==> src/rtl/if_id_queue_pkg.sv <==
// Shared constants and helpers for the IF->ID decoupling queue and its pointer controller.
package if_id_queue_pkg;

    localparam logic RstEnable   = 1'b1;
    localparam logic ChipEnable  = 1'b1;
    localparam logic ChipDisable = 1'b0;

    // Occupancy update selected by the qualified {push, pop} pair
    typedef enum logic [1:0] {
        OpNone = 2'b00,
        OpPop  = 2'b01,
        OpPush = 2'b10,
        OpBoth = 2'b11
    } fifo_op_e;

    function automatic int unsigned cnt_width(input int unsigned depth);
        return $clog2(depth) + 1;
    endfunction

endpackage

==> src/rtl/if_id_queue_fifo_ptr_ctrl.sv <==
// Read/write pointers, occupancy count and full/empty flags for a power-of-2 FIFO.
// Requests are qualified here so that flush and full/empty gate every storage update.
module fifo_ptr_ctrl
    import if_id_queue_pkg::*;
#(
    parameter int unsigned DEPTH = 4,
    parameter int unsigned PTR_W = $clog2(DEPTH),
    parameter int unsigned CNT_W = $clog2(DEPTH) + 1
) (
    input  logic             clk,
    input  logic             rst,
    input  logic             flush,
    input  logic             push_req,
    input  logic             pop_req,
    output logic             push,
    output logic [PTR_W-1:0] wr_ptr,
    output logic [PTR_W-1:0] rd_ptr,
    output logic [CNT_W-1:0] count,
    output logic             full,
    output logic             empty
);

    logic [PTR_W-1:0] wr_ptr_q, wr_ptr_d;
    logic [PTR_W-1:0] rd_ptr_q, rd_ptr_d;
    logic [CNT_W-1:0] count_q, count_d;
    logic             pop;
    fifo_op_e         op;

    // Flags come from registered count only, so no request reaches them combinationally
    assign full  = (count_q == CNT_W'(DEPTH));
    assign empty = (count_q == '0);

    assign push = push_req & ~full  & ~flush;
    assign pop  = pop_req  & ~empty & ~flush;
    assign op   = fifo_op_e'({push, pop});

    always_comb begin
        wr_ptr_d = wr_ptr_q;
        rd_ptr_d = rd_ptr_q;
        count_d  = count_q;
        if (flush == ChipEnable) begin
            wr_ptr_d = '0;
            rd_ptr_d = '0;
            count_d  = '0;
        end else begin
            unique case (op)
                OpPush: begin
                    wr_ptr_d = wr_ptr_q + PTR_W'(1);
                    count_d  = count_q + CNT_W'(1);
                end
                OpPop: begin
                    rd_ptr_d = rd_ptr_q + PTR_W'(1);
                    count_d  = count_q - CNT_W'(1);
                end
                OpBoth: begin
                    wr_ptr_d = wr_ptr_q + PTR_W'(1);
                    rd_ptr_d = rd_ptr_q + PTR_W'(1);
                end
                default: ;
            endcase
        end
    end

    always_ff @(posedge clk) begin
        if (rst == RstEnable) begin
            wr_ptr_q <= '0;
            rd_ptr_q <= '0;
            count_q  <= '0;
        end else begin
            wr_ptr_q <= wr_ptr_d;
            rd_ptr_q <= rd_ptr_d;
            count_q  <= count_d;
        end
    end

    assign wr_ptr = wr_ptr_q;
    assign rd_ptr = rd_ptr_q;
    assign count  = count_q;

endmodule

==> src/rtl/if_id_queue.sv <==
// IF->ID decoupling queue: buffers up to DEPTH {pc, inst} pairs and presents the oldest to
// decode, or an all-zero bubble when empty.
module if_id_queue
    import if_id_queue_pkg::*;
#(
    parameter int unsigned ADDR_W = 32,
    parameter int unsigned INST_W = 32,
    parameter int unsigned DEPTH  = 4,
    parameter int unsigned CNT_W  = $clog2(DEPTH) + 1
) (
    input  logic              clk,
    input  logic              rst,
    input  logic              flush,
    input  logic              if_valid,
    output logic              if_ready,
    input  logic [ADDR_W-1:0] if_pc,
    input  logic [INST_W-1:0] if_inst,
    output logic              id_valid,
    input  logic              id_ready,
    output logic [ADDR_W-1:0] id_pc,
    output logic [INST_W-1:0] id_inst,
    output logic [CNT_W-1:0]  count
);

    localparam int unsigned PtrW = $clog2(DEPTH);

    logic [ADDR_W-1:0] pc_mem_q   [DEPTH];
    logic [INST_W-1:0] inst_mem_q [DEPTH];

    logic            push;
    logic [PtrW-1:0] wr_ptr;
    logic [PtrW-1:0] rd_ptr;
    logic            full;
    logic            empty;
    logic [DEPTH-1:0] wr_en;

    fifo_ptr_ctrl #(
        .DEPTH (DEPTH),
        .PTR_W (PtrW),
        .CNT_W (CNT_W)
    ) u_ptr_ctrl (
        .clk      (clk),
        .rst      (rst),
        .flush    (flush),
        .push_req (if_valid),
        .pop_req  (id_ready),
        .push     (push),
        .wr_ptr   (wr_ptr),
        .rd_ptr   (rd_ptr),
        .count    (count),
        .full     (full),
        .empty    (empty)
    );

    always_comb begin
        wr_en = '0;
        for (int i = 0; i < DEPTH; i++) begin
            wr_en[i] = push && (wr_ptr == PtrW'(i));
        end
    end

    // Storage is left unreset; occupancy alone decides what is visible
    always_ff @(posedge clk) begin
        for (int i = 0; i < DEPTH; i++) begin
            if (wr_en[i]) begin
                pc_mem_q[i]   <= if_pc;
                inst_mem_q[i] <= if_inst;
            end
        end
    end

    assign if_ready = full  ? ChipDisable : ChipEnable;
    assign id_valid = empty ? ChipDisable : ChipEnable;

    always_comb begin
        id_pc   = '0;
        id_inst = '0;
        if (!empty) begin
            id_pc   = pc_mem_q[rd_ptr];
            id_inst = inst_mem_q[rd_ptr];
        end
    end

endmodule

==> config.mk <==
export PLATFORM = sky130hd
export DESIGN_NAME = if_id_queue
export DESIGN_NICKNAME = d
export VERILOG_FILES = /design/src/rtl/if_id_queue_pkg.sv /design/src/rtl/if_id_queue_fifo_ptr_ctrl.sv /design/src/rtl/if_id_queue.sv
export SDC_FILE = /design/constraint.sdc
export NUM_CORES = 1
export LEC_CHECK = 0
export BUFFER_PORTS_ARGS = -buffer_cell sky130_fd_sc_hd__buf_2
export CAP_MARGIN = 15
export CORE_UTILIZATION = 57
export DETAILED_ROUTE_END_ITERATION = 8
export PLACE_DENSITY = 0.79
export SYNTH_ARGS = -nofsm -noshare
export SYNTH_HDL_FRONTEND = slang
export SYNTH_HIERARCHICAL = 1
export SYNTH_SLANG_ARGS = --single-unit
==> constraint.sdc <==
create_clock -name clk -period 8.1 [get_ports clk]
set_clock_uncertainty 0.1 [all_clocks]
set_input_delay 1.62 -clock clk [delete_from_list [all_inputs] [get_ports clk]]
set_output_delay 1.62 -clock clk [all_outputs]
set_load 0.02 [all_outputs]
==> results.sh <==
export IMPL_status="finished clean"
export IMPL_vdd_ir_drop_max_uv=199
export IMPL_cts_htree_levels=1
export IMPL_syn_num_nets=599
export IMPL_cp_max_fo=36
export IMPL_cts_root_buf="clkbuf_16"
export IMPL_post_route_min_period_ns=4.62
export IMPL_setup_tns_ns=0
export IMPL_cts_inserted_buffers=26
export IMPL_finalMaxSlewViolations=0
export IMPL_clock_latency_ns=0.50
export IMPL_seqCellArea_um2=7830
export IMPL_grt_max_degree=65
export IMPL_routed_wl_um=17800
export IMPL_num_nets_final=742
export IMPL_path_class="reg -> out"
export IMPL_rows=48
export IMPL_drc=0
export IMPL_p_leak_nw=3.87
export IMPL_worstRegToRegCells=5
export IMPL_cp_arrival_ns=2.90
export IMPL_grt_remaining_overflow=0
export IMPL_hold_buffers=0
export IMPL_fillers=1147
export IMPL_hp_class="reg -> reg"
export IMPL_hp_start="u_ptr_ctrl/rd_ptr[1]$_SDFFE_PP0P_"
export IMPL_via_count=5095
export IMPL_finalHoldViolCount=0
export IMPL_wl_per_cell_um=19.5
export IMPL_cts_setup_buffers=0
export IMPL_grt_use_total_pct=19.4
export IMPL_dr_pass1_iters=4
export IMPL_syn_inst=527
export IMPL_cts_sinks=263
export IMPL_post_cts_resized=0
export IMPL_multi_input_area_um2=1960
export IMPL_worst_pin_slew_ns=1.06
export IMPL_rr_startpoint="u_ptr_ctrl/count[2]$_SDFFE_PP0P_"
export IMPL_crit_start="u_ptr_ctrl/count[0]$_SDFFE_PP0P_"
export IMPL_first_iter_violations=324
export IMPL_placeableCoreArea_um2=17300
export IMPL_drv_cap=0
export IMPL_syn_area_um2=10100
export IMPL_max_freq_mhz=216
export IMPL_synth_warnings=6
export IMPL_gp_congestion=0.714
export IMPL_grt_pass1_wl_um=26700
export IMPL_dp_cells=867
export IMPL_die_w_um=135
export IMPL_post_route_period_util_pct=57.1
export IMPL_synth_area_per_cell_um2=19.2
export IMPL_ys_ff_latch=263
export IMPL_grt_pass1_vias=5152
export IMPL_finalPower_mw=2.73
export IMPL_hold_depth=2
export IMPL_fp_dieH_um=135
export IMPL_rsz0062_at_grt="no"
export IMPL_die_area_um2=18300
export IMPL_antenna_left=0
export IMPL_startpoint_type="flip-flop"
export IMPL_final_layout_size_suffix_gt1_share_pct=27.7
export IMPL_start_util_pct=58.4
export IMPL_fin_cells=915
export IMPL_cts_tree="built"
export IMPL_required_ns=6.38
export IMPL_synthToLayoutAreaGrowth_pct=15.2
export IMPL_ys_types=27
export IMPL_power_density_nw_per_um2=234
export IMPL_dp_hpwl_um=9990
export IMPL_io_pins=138
export IMPL_clockBufferDepth=3
export IMPL_setup_viol=0
export IMPL_relSlewSlack_pct=29.4
export IMPL_portBuffers=137
export IMPL_reg2reg_to="pc_mem_q[2][15]$_DFFE_PP_"
export IMPL_ff2ff_setup_slack_ns=5.11
export IMPL_synth_seq_area_share_pct=77.5
export IMPL_viasPerCell=5.57
export IMPL_path_clk_slew_ns=0.06
export IMPL_end_kind="primary output"
export IMPL_crit_end="id_pc[5]"
export IMPL_antenna_found_initial=2
stage by stage:
stage | cell area, µm² | setup slack (ns) | hold WS, ns | util [%]
2_1_floorplan | 10100 | 0.733 | 0.386 | -
3_3_place_gp | 10800 | 3.92 | 0.388 | 62.6
3_5_place_dp | 10800 | 3.84 | 0.444 | 62.6
4_1_cts | 11600 | 3.48 | 0.452 | 67.3
5_1_grt | 11600 | 3.29 | 0.489 | 67.3
6_report | 11600 | 3.48 | 0.453 | 67.3
worst max-delay path: stages, from the launching register on:
cell and delay (ns):
dfxtp_1 0.35, nor3_1 0.43, nand2b_2 0.68, buf_4 0.53, o22ai_1 0.17, buf_2 0.20
metal layers:
metal | share of wire [%] | track usage [%] | vias up
li1 | - | - | 2406
met1 | 43 | 25.7 | 2518
met2 | 51 | 33.2 | 136
met3 | 4.3 | 2.84 | 33
met4 | 1.8 | 6.37 | 2
met5 | 0.073 | 0 | -
state kept, by name, indices dropped and copies added (netlist names):
name               count
pc_mem_q             128
u_ptr_ctrl/count       3
inst_mem_q           128
u_ptr_ctrl/rd_ptr      2
u_ptr_ctrl/wr_ptr      2
final cells by class:
class | instances | share of cell area (%)
tap | 225 | 2.42
multi-input combinational | 229 | 16.8
clock buffer | 30 | 5.90
clock inverter | 17 | 1.00
inverter | 6 | 0.193
timing repair buffer | 144 | 6.34
antenna | 1 | 0.0215
sequential | 263 | 67.3
layout by cell type, fill, tap and decap left out, types with 3 or more instances in the layout:
master / synthesis / final
or3_1: 3 / 3
nor2_1: 6 / 5
clkinv_1: 0 / 7
o21ai_0: 3 / 3
clkbuf_1: 6 / 3
dfxtp_1: 7 / 6
clkbuf_16: 0 / 27
mux2i_1: 129 / 129
clkinv_2: 0 / 7
buf_2: 7 / 137
buf_4: 2 / 7
nand2_1: 3 / 3
nor3b_2: 2 / 3
xor2_1: 3 / 3
inv_1: 6 / 6
edfxtp_1: 256 / 256
a21oi_1: 3 / 3
o22ai_1: 64 / 64
kinds of logic after synthesis:
| family | Yosys count | synth area share [%] |
|---|---|---|
| and+or+nand+nor | 24 | 1.42 |
| buffers and inverters | 35 | 3.38 |
| xor gates and xnor gates | 3 | 0.260 |
| adders and majority gates | 3 | 0.446 |
| DFF | 263 | 77.5 |
| AOI/OAI and AO/OA | 70 | 4.26 |
| muxes | 129 | 12.8 |
worst min path at each step:
stage	slack, ns	to
2_1_floorplan	0.39	u_ptr_ctrl/wr_ptr[0]$_SDFFE_PP0P_
3_3_place_gp	0.39	u_ptr_ctrl/count[2]$_SDFFE_PP0P_
3_5_place_dp	0.44	u_ptr_ctrl/count[2]$_SDFFE_PP0P_
4_1_cts	0.45	u_ptr_ctrl/count[2]$_SDFFE_PP0P_
5_1_grt	0.49	u_ptr_ctrl/count[2]$_SDFFE_PP0P_
6_report	0.45	u_ptr_ctrl/rd_ptr[1]$_SDFFE_PP0P_
Yosys cell counts (all sizes together):
| master | instances | area share, % |
|---|---|---|
| nor3 | 2 | 0.099 |
| inv | 6 | 0.22 |
| a21oi | 3 | 0.15 |
| ha | 2 | 0.25 |
| nor3b | 5 | 0.47 |
| nor2 | 6 | 0.22 |
| nand2 | 3 | 0.11 |
| dfxtp | 7 | 1.4 |
| fa | 1 | 0.20 |
| o22ai | 64 | 4.0 |
| and3b | 1 | 0.087 |
| mux2i | 129 | 13 |
| and3 | 1 | 0.062 |
| edfxtp | 256 | 76 |
| or2 | 2 | 0.12 |
| clkbuf | 6 | 0.22 |
| buf | 23 | 2.9 |
| or3 | 3 | 0.19 |
| nand2b | 1 | 0.062 |
| o21ai | 3 | 0.15 |
| xor2 | 3 | 0.26 |
where the power goes:
group | total (mW) | internal, mW | switching [mW]
clock network | 1.11 | 0.639 | 0.469
registers | 1.52 | 1.51 | 0.00582
logic | 0.0984 | 0.0344 | 0.0640
Note: power is estimated with default switching activity, not from simulation.
